--- config.mk ---
export PLATFORM = sky130hd
export DESIGN_NAME = alu_operand_stage_flat
export DESIGN_NICKNAME = d
export VERILOG_FILES = /design/src/rtl/alu_operand_stage_if.sv /design/src/rtl/alu_operand_stage.sv /design/src/flat_wrapper.sv
export SDC_FILE = /design/constraint.sdc
export NUM_CORES = 1
export LEC_CHECK = 0
export BUFFER_PORTS_ARGS = -buffer_cell sky130_fd_sc_hd__clkbuf_2
export CAP_MARGIN = 30
export CORE_MARGIN = 3
export CORE_UTILIZATION = 53
export CTS_BUF_LIST = sky130_fd_sc_hd__clkbuf_8
export DETAILED_ROUTE_END_ITERATION = 12
export PLACE_DENSITY = 0.81
export SYNTH_ARGS = -nofsm -noshare
export SYNTH_HDL_FRONTEND = slang
export SYNTH_SLANG_ARGS = --single-unit
--- constraint.sdc ---
create_clock -name clk -period 1.2 [get_ports clk]
set_clock_uncertainty 0.05 [all_clocks]
set_input_delay 0.24 -clock clk [delete_from_list [all_inputs] [get_ports clk]]
set_output_delay 0.24 -clock clk [all_outputs]
set_load 0.005 [all_outputs]
--- src/rtl/alu_operand_stage_if.sv ---
// alu_operand_stage_if: decode-to-ALU operand stage handshake and data bus.
interface alu_operand_stage_if #(
    parameter int WIDTH = 16,
    parameter int IMM_W = 6
);
    logic             en;
    logic             valid_in;
    logic [3:0]       srcx;
    logic [WIDTH-1:0] reg_dout;
    logic [IMM_W-1:0] imm;
    logic             prefix_load;
    logic [WIDTH-1:0] dout;
    logic             dout_valid;
    logic             prefix_pending;
    logic             src_err;

    modport master (
        output en, valid_in, srcx, reg_dout, imm, prefix_load,
        input  dout, dout_valid, prefix_pending, src_err
    );

    modport slave (
        input  en, valid_in, srcx, reg_dout, imm, prefix_load,
        output dout, dout_valid, prefix_pending, src_err
    );
endinterface

--- src/rtl/alu_operand_stage.sv ---
// alu_operand_stage: registered ALU operand select with immediate extension and prefix literal accumulation.
module alu_operand_stage #(
    parameter int WIDTH      = 16,
    parameter int IMM_W      = 6,
    parameter int PREFIX_MAX = 3
) (
    input  logic                clk,
    input  logic                rst_n,
    alu_operand_stage_if.slave  bus
);
    localparam int CW = $clog2(PREFIX_MAX + 1);

    logic [WIDTH-1:0] sext, zext, acc_shift, op_d;
    logic [WIDTH-1:0] dout_q, acc_q;
    logic [CW-1:0]    cnt_q;
    logic             dout_valid_q, pend_q, err_q;
    logic             illegal;

    assign sext      = {{(WIDTH-IMM_W){bus.imm[IMM_W-1]}}, bus.imm};
    assign zext      = {{(WIDTH-IMM_W){1'b0}}, bus.imm};
    assign acc_shift = (acc_q << IMM_W) | zext;
    assign illegal   = bus.srcx >= 4'd12;

    // HOLD reuses dout_q: DOUT only changes when a valid operand is issued
    always_comb begin
        op_d = '0;
        case (bus.srcx)
            4'd0:    op_d = bus.reg_dout;
            4'd2:    op_d = WIDTH'(1);
            4'd3:    op_d = WIDTH'(2);
            4'd4:    op_d = '1;
            4'd5:    op_d = ~WIDTH'(1);
            4'd6:    op_d = sext;
            4'd7:    op_d = sext << 1;
            4'd8:    op_d = sext << 2;
            4'd9:    op_d = zext;
            4'd10:   op_d = acc_shift;
            4'd11:   op_d = dout_q;
            default: op_d = '0;
        endcase
    end

    always_ff @(posedge clk or negedge rst_n) begin
        if (!rst_n) begin
            dout_q       <= '0;
            dout_valid_q <= 1'b0;
            acc_q        <= '0;
            cnt_q        <= '0;
            pend_q       <= 1'b0;
            err_q        <= 1'b0;
        end else if (bus.en) begin
            dout_valid_q <= bus.valid_in & ~bus.prefix_load;
            if (bus.valid_in && bus.prefix_load) begin
                acc_q  <= acc_shift;
                cnt_q  <= (cnt_q == CW'(PREFIX_MAX)) ? cnt_q : cnt_q + 1'b1;
                pend_q <= 1'b1;
            end else if (bus.valid_in) begin
                dout_q <= op_d;
                acc_q  <= '0;
                cnt_q  <= '0;
                pend_q <= 1'b0;
                if (illegal) err_q <= 1'b1;
            end
        end
    end

    assign bus.dout           = dout_q;
    assign bus.dout_valid     = dout_valid_q;
    assign bus.prefix_pending = pend_q;
    assign bus.src_err        = err_q;
endmodule

--- src/flat_wrapper.sv ---
// flat-port wrapper written by rule: the top's interface ports become plain ports
module alu_operand_stage_flat 
#(
    parameter int WIDTH      = 16,
    parameter int IMM_W      = 6,
    parameter int PREFIX_MAX = 3
)
  (clk, rst_n, bus_en, bus_valid_in, bus_srcx, bus_reg_dout, bus_imm, bus_prefix_load, bus_dout, bus_dout_valid, bus_prefix_pending, bus_src_err);
  alu_operand_stage_if #(.WIDTH(WIDTH), .IMM_W(IMM_W)) bus_i ();
  input  logic clk;
  input  logic rst_n;
  input wire logic [$bits(bus_i.en)-1:0] bus_en;
  input wire logic [$bits(bus_i.valid_in)-1:0] bus_valid_in;
  input wire logic [$bits(bus_i.srcx)-1:0] bus_srcx;
  input wire logic [$bits(bus_i.reg_dout)-1:0] bus_reg_dout;
  input wire logic [$bits(bus_i.imm)-1:0] bus_imm;
  input wire logic [$bits(bus_i.prefix_load)-1:0] bus_prefix_load;
  output wire logic [$bits(bus_i.dout)-1:0] bus_dout;
  output wire logic [$bits(bus_i.dout_valid)-1:0] bus_dout_valid;
  output wire logic [$bits(bus_i.prefix_pending)-1:0] bus_prefix_pending;
  output wire logic [$bits(bus_i.src_err)-1:0] bus_src_err;
  assign bus_i.en = bus_en;
  assign bus_i.valid_in = bus_valid_in;
  assign bus_i.srcx = bus_srcx;
  assign bus_i.reg_dout = bus_reg_dout;
  assign bus_i.imm = bus_imm;
  assign bus_i.prefix_load = bus_prefix_load;
  assign bus_dout = bus_i.dout;
  assign bus_dout_valid = bus_i.dout_valid;
  assign bus_prefix_pending = bus_i.prefix_pending;
  assign bus_src_err = bus_i.src_err;
  alu_operand_stage #(.WIDTH(WIDTH), .IMM_W(IMM_W), .PREFIX_MAX(PREFIX_MAX)) u_core (.clk(clk), .rst_n(rst_n), .bus(bus_i));
endmodule
* After elaboration in Yosys (flattened, before gate mapping)
Index checks and enable logic that the tools add are counted.
Widths: inputs -> output; s select.
** Word-level totals
- Logic and storage cells :: 32
- Output and inout port bits :: 19
- Bits of input ports :: 31
- Flip-flop bits (word level) :: 29
** Cells by class
- $lt $le $gt $ge :: 1
- Mux-type cells :: 5
- Bitwise gates (word level) :: 5
- Equality and inequality tests :: 10
- Reduce and logical (&&, ||, !) cells :: 6
** Operators by type and width (count)
- $pmux 16 s11 :: 1
- $mux 10 :: 2
- $eq 4x3->1 const B :: 4
- $eq 4x4->1 const B :: 4
- $or 16x6->16 :: 1
- $eq 4x2->1 const B :: 2
- $reduce_and 4->1 :: 2
- $ge 4x4->1 const B :: 1
- $logic_not 4->1 :: 1
- $not 1->1 :: 3
- $mux 1 :: 2
- $reduce_and 2->1 :: 1
- $reduce_bool 2->1 :: 1
- $and 1x1->1 :: 1
- $logic_and 1x1->1 :: 1

* Longest topological paths before layout
Gate-level depths: netlist (run 1).
- Depth after elaboration :: 3
- Mapped depth :: 7
- Mapped depth without buffers :: 4

* Worst setup path before layout (run 1)
Ideal clock, no wire load.
- Path kind :: input to register
- Start :: input port bus_srcx[1]
- End :: register u_core.dout_q[0], in the netlist u_core.bus.dout[0]
- Path buffers :: 2
- Slack :: -0.170 ns
- Library setup time :: 0.121 ns
- Data arrival time :: 1.199 ns
- Data required time :: 1.029 ns
- Stages on the path :: 6
- Cell sequence :: buf_6 > buf_6 > or3_1 > a31oi_1 > o21ai_1 > a22o_1
** Between the ends
- Cells in the longest elaborated chain, start to end :: 3
- Elaborated cells between the ends (all ways) :: 14
- Classes of those cells :: eq/ne (10); mux (1); bitwise (1); reduce/logical (2)
** RTL lines
- from (decl) :: RTL line flat_wrapper.sv:14 : input wire logic [$bits(bus_i.srcx)-1:0] bus_srcx;
- parallel branches: the longest is 3 deep, another holds $pmux 16 s11
- to (signal assigned) :: RTL line alu_operand_stage.sv:58 : dout_q <= op_d;
- to (decl) :: RTL line alu_operand_stage.sv:14 : logic [WIDTH-1:0] dout_q, acc_q;
Parallel ways; which one is timed is not known.
A chain may end at the register's enable or synchronous reset.

* Worst setup path after layout (run 1)
- Start :: input port bus_srcx[0]
- End :: register u_core.dout_q[2], in the netlist u_core.bus.dout[2]
Same word-level chain as after synthesis.

==> results of run 1 <==
-- final cells by class --
type	instances	area, um2
Multi-Input combinational cell	125	982
Sequential cell	29	726
Fill cell	187	611
Timing Repair Buffer	84	578
Clock buffer	5	68.8
Tap cell	44	55.1
Clock inverter	3	46.3
Inverter	3	11.3
-- power groups by stage --
stage          sequential, uW  clock, uW  combinational, uW
3_3_place_gp             1190          0                615
4_1_cts                  1180       1050                661
2_1_floorplan            1180          0                341
5_1_grt                  1190       1110                751
6_report                 1180       1040                688
3_5_place_dp             1190          0                635
-- worst min-delay path: stages --
cell	delay, ps
clkbuf_2	90
buf_4	100
o21ai_0	80
-- per-layer routing --
layer | share of wire, % | track usage, % | vias to the layer above
li1 | - | - | 810
met1 | 41 | 35.5 | 816
met2 | 50 | 44.8 | 76
met3 | 8.1 | 6.47 | 7
met4 | 1.1 | 7.44 | 0
met5 | 0 | 0 | -
-- state kept, by name, summed over array words and instances (netlist names) --
| name | count |
|---|---|
| u_core.bus.dout | 16 |
| u_core.acc_q | 10 |
| u_core.bus.dout_valid | 1 |
| u_core.bus.prefix_pending | 1 |
| u_core.bus.src_err | 1 |
-- through the flow --
step           setup TNS [ps]  power [uW]  setup slack, ps  hold slack, ps  utilization (%)
2_1_floorplan           -1590        1520             -153            -106                -
3_3_place_gp            -4930        1800             -343            98.2             72.4
3_5_place_dp            -5580        1830             -408             101             72.4
4_1_cts                     0        2890            0.295             209             77.6
5_1_grt                     0        3060            0.498             256             80.2
6_report                    0        2910             22.3             209             80.2
-- worst min-delay path by stage --
| stage | start | endpoint | cells past startpoint |
|---|---|---|---|
| 2_1_floorplan | rst_n | u_core.acc_q[0] | 0 |
| 3_3_place_gp | rst_n | u_core.bus.dout[13] | 1 |
| 6_report | bus_en | u_core.bus.dout_valid | 3 |
| 3_5_place_dp | rst_n | u_core.bus.dout[13] | 1 |
| 4_1_cts | bus_en | u_core.bus.dout_valid | 3 |
| 5_1_grt | bus_valid_in | u_core.bus.prefix_pending | 3 |
-- synth_stat cells, drive strengths merged (2+ instances only) --
master and n:
and2 2, a22o 17, nor2 2, o211ai 2, nor4b 2, a211oi 2, nand2b 2, a21bo 3
a31o 2, buf 10, inv 3, o21ai 22, mux2 3, clkbuf 5, nand2 26, dfrtp 29
o32ai 3, a32oi 5, a22oi 11, nand3b 3
-- logic make-up after synthesis --
kind of cell	count (synthesis)	synth area share, %
XOR/XNOR	2	1.02
multiplexers	4	2.55
AND/OR/NAND/NOR	43	14.0
buffers and inverters	18	6.86
flip-flops	29	42.3
AO/OA/AOI/OAI	75	33.3
-- timing repair --
item	CTS	global route
endpoints found under the setup margin	16	15
endpoints found under the hold margin	12	0
pin swaps	6	5
setup buffers	0	2
cloned	1	0
gates resized for setup	6	18
hold buffers	1	0
==> flow_summary.json, run 1 <==
{
  "status": "finished, final reports clean",
  "seq_power_share_pct": 40.6,
  "drt-initial-drc-count": 102,
  "cts.sinks": 29,
  "initial_core_util_pct": 55.7,
  "synth_ff_type": "dfrtp_1",
  "die-height_um": 62.9,
  "yosys.area.top_type": "dfrtp_1",
  "critPathLaunch": "bus_srcx[0]",
  "diodes": 0,
  "grt.total_usage_pct": 27.2,
  "drv_cap": 0,
  "synthToLayoutAreaGrowth_pct": 43.8,
  "path_buf_inv": 2,
  "hold_viol": 0,
  "rsz0062_at_grt": "false",
  "critPathMaxStageDelay_ps": 210,
  "grt_pass1_wl_um": 8360,
  "cp.required_ps": 1320,
  "synth.avg_cell_area_um2": 10.0,
  "clockBufferDepth": 2,
  "drive_above_1_share_pct": 47.0,
  "vias_per_cell": 5.83,
  "worstMarginPinSlew_ps": 347,
  "cp_cell_sequence": "clkbuf_4 > buf_4 > a21bo_2 > a32oi_1 > o211ai_1 > a22o_1",
  "syn-instance-count": 171,
  "dr_total_vias": 1709,
  "ys_seq_elements": 29,
  "postPlaceCellArea_um2": 2230,
  "final_common_cell": "clkbuf_2",
  "r2r_slack_ps": 80,
  "period_minus_slack_ps": 1180,
  "ys_seq_area_share_pct": 42.3,
  "dieArea_um2": 3960,
  "clk_pin_slew_ps": 70,
  "fmax_ghz": 0.849,
  "grt_overflow": 0,
  "power_density_nw_per_um2": 1180,
  "h-tree-depth": 2,
  "worstPathArrival_ps": 1300,
  "pwr-share-clk_pct": 35.8,
  "drc_errors": 0,
  "power_frac_comb_pct": 23.6,
  "clock_latency_ps": 290,
  "crit_end": "u_core.bus.dout[2]",
  "setup_viol": 0,
  "ys_types": 45,
  "final_area_um2": 2470,
  "clockRootBuffer": "clkbuf_8",
  "power_leakage_uw": 0.00114,
  "path_depth": 6,
  "final_cell_mix": "45 x clkbuf_2, 29 x dfrtp_1, 27 x buf_4",
  "cts_buffers": 5,
  "final_antenna_net_count": 0,
  "nets": 279,
  "yosysTopAreaCellShare_pct": 42.3,
  "dp.cells": 281,
  "worstReg2RegEnd": "u_core.bus.dout[6]",
  "grt_pass1_vias": 1655,
  "rows": 20,
  "ios": 50,
  "r2r_start": "u_core.acc_q[0]",
  "drt_wl_total_um": 5020,
  "hpwlAfterDp_um": 3690,
  "stdcell_count": 293,
  "grt_max_degree": 21,
  "crit_path_start_kind": "input port",
  "yosys_warnings": 0,
  "ir_drop_mv": 0.989,
  "drtPass1Iterations": 5,
  "slowest_stage": "a22o_1",
  "end_kind": "flip-flop",
  "crit_type": "input port to flip-flop",
  "die_w_um": 62.9,
  "cp_max_fo": 10,
  "cts_tree": "built",
  "place_congestion": 0.874,
  "synth-async-reset-ratio_pct": 100,
  "synth_nets": 202,
  "synthTopCellsByArea": "dfrtp_1 42%, a22o_1 8.7%, nand2_1 5.7%, o21ai_0 5.0%, a22oi_1 4.8%",
  "core_area_um2": 3080,
  "swShare_pct": 28.6,
  "p_sw_uw": 833,
  "p_int_uw": 2080,
  "period_share_pct": 98.1,
  "synth_edf_count": 0,
  "syn_area_um2": 1720,
  "slew_headroom_pct": 76.8,
  "hold_class": "input port to flip-flop",
  "maxSlewViolCount": 0,
  "wl_per_cell_um": 17.1,
  "crit_family": "compound AO/OA/AOI/OAI gates",
  "antenna_found_initial": 0,
  "port_buffers": 49,
  "r2r_cells": 3
}
Power figures use the tool's default switching activity.
==> run 2, diff against run 1 <==
Settings changed: CORE_UTILIZATION 53 to 51, CTS_BUF_LIST sky130_fd_sc_hd__clkbuf_8 to unset, PLACE_DENSITY 0.81 to 0.79.
==> flow_summary.json, run 2 (synthesis gave the netlist of run 1 again) <==
{
  "status": "finished, final reports clean",
  "grt_pass1_wl_um": 7920,
  "port_buffers": 49,
  "cts_tree": "built",
  "maxSlewViolCount": 0,
  "ios": 50,
  "dieArea_um2": 4100,
  "worstPathArrival_ps": 1350,
  "dp.cells": 281,
  "worstMarginPinSlew_ps": 384,
  "synthToLayoutAreaGrowth_pct": 36.6,
  "rows": 20,
  "critPathLaunch": "bus_srcx[0]",
  "grt_overflow": 0,
  "final_common_cell": "clkbuf_2",
  "fmax_ghz": 0.847,
  "clockRootBuffer": "clkbuf_4",
  "nets": 276,
  "hpwlAfterDp_um": 3790,
  "route.met3.wl_um": 317,
  "die-height_um": 64.0,
  "clk_pin_slew_ps": 110,
  "clock_latency_ps": 340,
  "grt.total_usage_pct": 24.8,
  "r2r_cells": 3,
  "initial_core_util_pct": 54.8,
  "cp_max_fo": 10,
  "postCtsSetupRepairBufs": 0,
  "postPlaceCellArea_um2": 2240,
  "drt-initial-drc-count": 121,
  "hold_viol": 0,
  "power_leakage_uw": 0.00110,
  "antenna_found_initial": 0,
  "setup_viol": 0,
  "final_core_util_pct": 74.9,
  "final_area_um2": 2340,
  "ir_drop_mv": 0.752,
  "cts_buffers": 5,
  "crit_path_start_kind": "input port",
  "finalHoldWorstSlack_ps": 142,
  "dr_wl_met2_um": 2350,
  "place_congestion": 0.886,
  "grt_pass1_vias": 1639,
  "cp.required_ps": 1370,
  "h-tree-depth": 2,
  "met1_length_um": 2150,
  "crit_type": "input port to flip-flop",
  "final_cell_mix": "48 x clkbuf_2, 30 x buf_4, 29 x dfrtp_1",
  "min_from": "bus_en",
  "cts.sinks": 29,
  "drv_cap": 0,
  "r2r_start": "u_core.acc_q[0]",
  "drive_above_1_share_pct": 45.1,
  "end_kind": "flip-flop",
  "hold-path-cell-count": 3,
  "period_share_pct": 98.3,
  "wl_per_cell_um": 16.9,
  "grt_max_degree": 21,
  "timing.final.ws_setup_ps": 19.9,
  "largest_reg_flops": 16,
  "clockBufferDepth": 2,
  "stdcell_count": 290,
  "diodes": 0,
  "slew_headroom_pct": 74.3,
  "period_minus_slack_ps": 1180,
  "dr_total_vias": 1688,
  "drt_wl_total_um": 4910,
  "drtPass1Iterations": 4,
  "fillers": 242,
  "topRoutingLayerUsed": "met4",
  "hold_class": "input port to flip-flop",
  "vias_per_cell": 5.82,
  "drc_errors": 0,
  "die_w_um": 64.0,
  "power_density_nw_per_um2": 1080,
  "place_ws_ps": -447,
  "core_area_um2": 3130,
  "final_antenna_net_count": 0
}
## run 2: cell count changes in the layout (fill, tap and decap cells not counted), moves of 2 or more
cell      previous run  this run
buf_6                7         0
clkbuf_4             1         5
clkbuf_8             6         2
buf_4               27        30
clkbuf_2            45        48
a22oi_1              5         7
a22oi_2              6         4
a32oi_2              2         0
o21ai_0             15        17
o21ai_1              7         5
## run 2: routing by layer
layer | track usage, % | vias up
met4 | 6.47 | 0
li1 | - | 799
met2 | 39.9 | 64
met1 | 34.3 | 814
met3 | 4.75 | 11
met5 | 0 | -
## run 2: area by class of cell
cell class | instances | area (um2) | area share (%)
Sequential cell | 29 | 726 | 31.0
Tap cell | 44 | 55.1 | 2.35
Clock inverter | 1 | 5.00 | 0.214
Multi-Input combinational cell | 124 | 946 | 40.4
Timing Repair Buffer | 82 | 536 | 22.9
Clock buffer | 7 | 65.1 | 2.78
Inverter | 3 | 11.3 | 0.481
## run 2: critical path: stages
cell	delay [ps]
clkbuf_2	220
inv_1	130
buf_4	160
a211oi_1	230
o32ai_1	150
a22o_1	220
## run 2: final timing paths
path	slack (ps)	to
hold reg to reg	440	u_core.bus.src_err
setup / recovery	20	u_core.bus.dout[5]
setup reg to reg	70	u_core.bus.dout[6]
max in group asynchronous	410	u_core.bus.prefix_pending
hold / removal	140	u_core.bus.dout_valid
min in group asynchronous	270	u_core.bus.dout[1]
## run 2: per-stage QoR
step / TNS (ps) / total power (uW)
floorplan: -1590 / 1520
global placement: -4970 / 1810
detailed placement: -5790 / 1840
CTS: 0 / 2530
global route: -15.3 / 2670
finish: 0 / 2540
## run 2: repair_timing
action | CTS | global route
pin swaps | 0 | 1
resized for setup | 2 | 3
setup endpoints to repair | 11 | 4
hold buffers | 1 | 0
hold endpoints to repair | 12 | 0
## run 2: report_power, final
group	internal [uW]	switching (uW)	leakage (uW)
clock	339	358	0.0000413
sequential	1100	81.5	0.000381
combinational	342	319	0.000680
total	1780	759	0.00110
==> run 3, diff against run 2 <==
Clock period 1.2 ns to 1.35 ns, I/O delays scaled along.
==> flow_summary.json, run 3 (synthesis gave the netlist of run 1 again) <==
{
  "crit_path_start_kind": "input port",
  "ir_drop_mv": 0.770,
  "slowest_stage": "mux2_1",
  "grt.total_usage_pct": 24.0,
  "antenna_found_initial": 0,
  "final_antenna_net_count": 0,
  "finalSetupTns_ps": 0,
  "period_minus_slack_ps": 1270,
  "crit_type": "input port to flip-flop",
  "final_common_cell": "clkbuf_2",
  "end_kind": "flip-flop",
  "setup_viol": 0,
  "drive_above_1_share_pct": 42.6,
  "h-tree-depth": 2,
  "grt_pass1_vias": 1532,
  "maxSlewViolCount": 0,
  "critPathMaxStageDelay_ps": 360,
  "place_congestion": 0.943,
  "drt_wl_total_um": 4510,
  "final_area_um2": 2280,
  "cts_tree": "built",
  "grt_max_degree": 30,
  "final_cell_mix": "48 x clkbuf_2, 35 x buf_4, 29 x dfrtp_1",
  "cp_cell_sequence": "buf_2 > mux2_1 > a32oi_1 > o211ai_1 > a22o_1",
  "hpwlAfterDp_um": 3540,
  "drc_errors": 0,
  "wl_per_cell_um": 15.4,
  "cts_buffers": 5,
  "drv_cap": 0,
  "clock_latency_ps": 340,
  "clk_pin_slew_ps": 100,
  "period_share_pct": 93.8,
  "vias_per_cell": 5.57,
  "hold_viol": 0,
  "clockRootBuffer": "clkbuf_4",
  "postPlaceCellArea_um2": 2180,
  "nets": 279,
  "synthToLayoutAreaGrowth_pct": 33.2,
  "hold_class": "input port to flip-flop",
  "grt_pass1_wl_um": 7550,
  "timing.final.ws_setup_ps": 83.6,
  "diodes": 0,
  "power_density_nw_per_um2": 1030,
  "worstMarginPinSlew_ps": 469,
  "place_ws_ps": -347,
  "ios": 50,
  "port_buffers": 49,
  "finalHoldWorstSlack_ps": 160,
  "clockBufferDepth": 2,
  "drtPass1Iterations": 4,
  "fmax_ghz": 0.790,
  "die-height_um": 64.0,
  "rsz0062_at_grt": "false",
  "cp_max_fo": 20,
  "dp.cells": 284,
  "status": "finished, final reports clean",
  "grt_overflow": 0,
  "power_leakage_uw": 0.00110,
  "core_area_um2": 3130,
  "dieArea_um2": 4100,
  "crit_family": "compound AO/OA/AOI/OAI gates",
  "cts.sinks": 29,
  "drt-initial-drc-count": 129,
  "cp.required_ps": 1520,
  "initial_core_util_pct": 54.8,
  "dr_total_vias": 1632,
  "slew_headroom_pct": 68.6,
  "rows": 20,
  "worstPathArrival_ps": 1440,
  "die_w_um": 64.0,
  "largest_reg_flops": 16,
  "stdcell_count": 293,
  "path_buf_inv": 1
}
==> run 3: through the flow <==
step / util (%) / total power, uW
floorplan: - / 1330
finish: 73.0 / 2360
global route: 73.0 / 2500
global placement: 69.8 / 1590
detailed placement: 69.8 / 1610
CTS: 73.0 / 2380
==> run 3: routing by layer <==
metal	share of wire [%]	track usage [%]
met1	45	33.8
met5	0	0
met3	6.9	6.50
met2	46	35.7
met4	1.4	7.28
==> run 3: path summary, 6_finish.rpt <==
| kind | from | end | slack (ps) | cells past startpoint |
|---|---|---|---|---|
| max | bus_srcx[1] | u_core.bus.dout[2] | 80 | 5 |
| min | bus_en | u_core.bus.dout_valid | 160 | 3 |
| max reg2reg | u_core.acc_q[0] | u_core.bus.dout[6] | 220 | 3 |
| min reg2reg | u_core.acc_q[4] | u_core.acc_q[4] | 440 | 2 |
| max in group asynchronous | rst_n | u_core.bus.dout[3] | 580 | 3 |
| min in group asynchronous | rst_n | u_core.bus.dout[11] | 400 | 3 |
==> run 3: report_power, final <==
part           switching [uW]  internal (uW)
clock                     325            440
combinational             263            291
sequential               66.5            973
total                     654           1700
==> run 3: area by class of cell <==
| type | count | area, um2 |
|---|---|---|
| multi-input cells | 124 | 886 |
| fillers | 243 | 843 |
| flip-flops and latches | 29 | 726 |
| repair buffers | 85 | 518 |
| well taps | 44 | 55.1 |
| clock buffers | 6 | 51.3 |
| clock inverters | 2 | 37.5 |
| inverters | 3 | 11.3 |
==> run 3: timing repair <==
item,in CTS,in global routing
setup endpoints to repair,0,15
setup buffers,0,0
resized for setup,0,3
hold endpoints to repair,29,0
hold buffers,1,0
==> run 3: tightest hold or removal path: stages <==
cell and delay (ps):
clkbuf_2 90, buf_4 100, o21ai_0 70
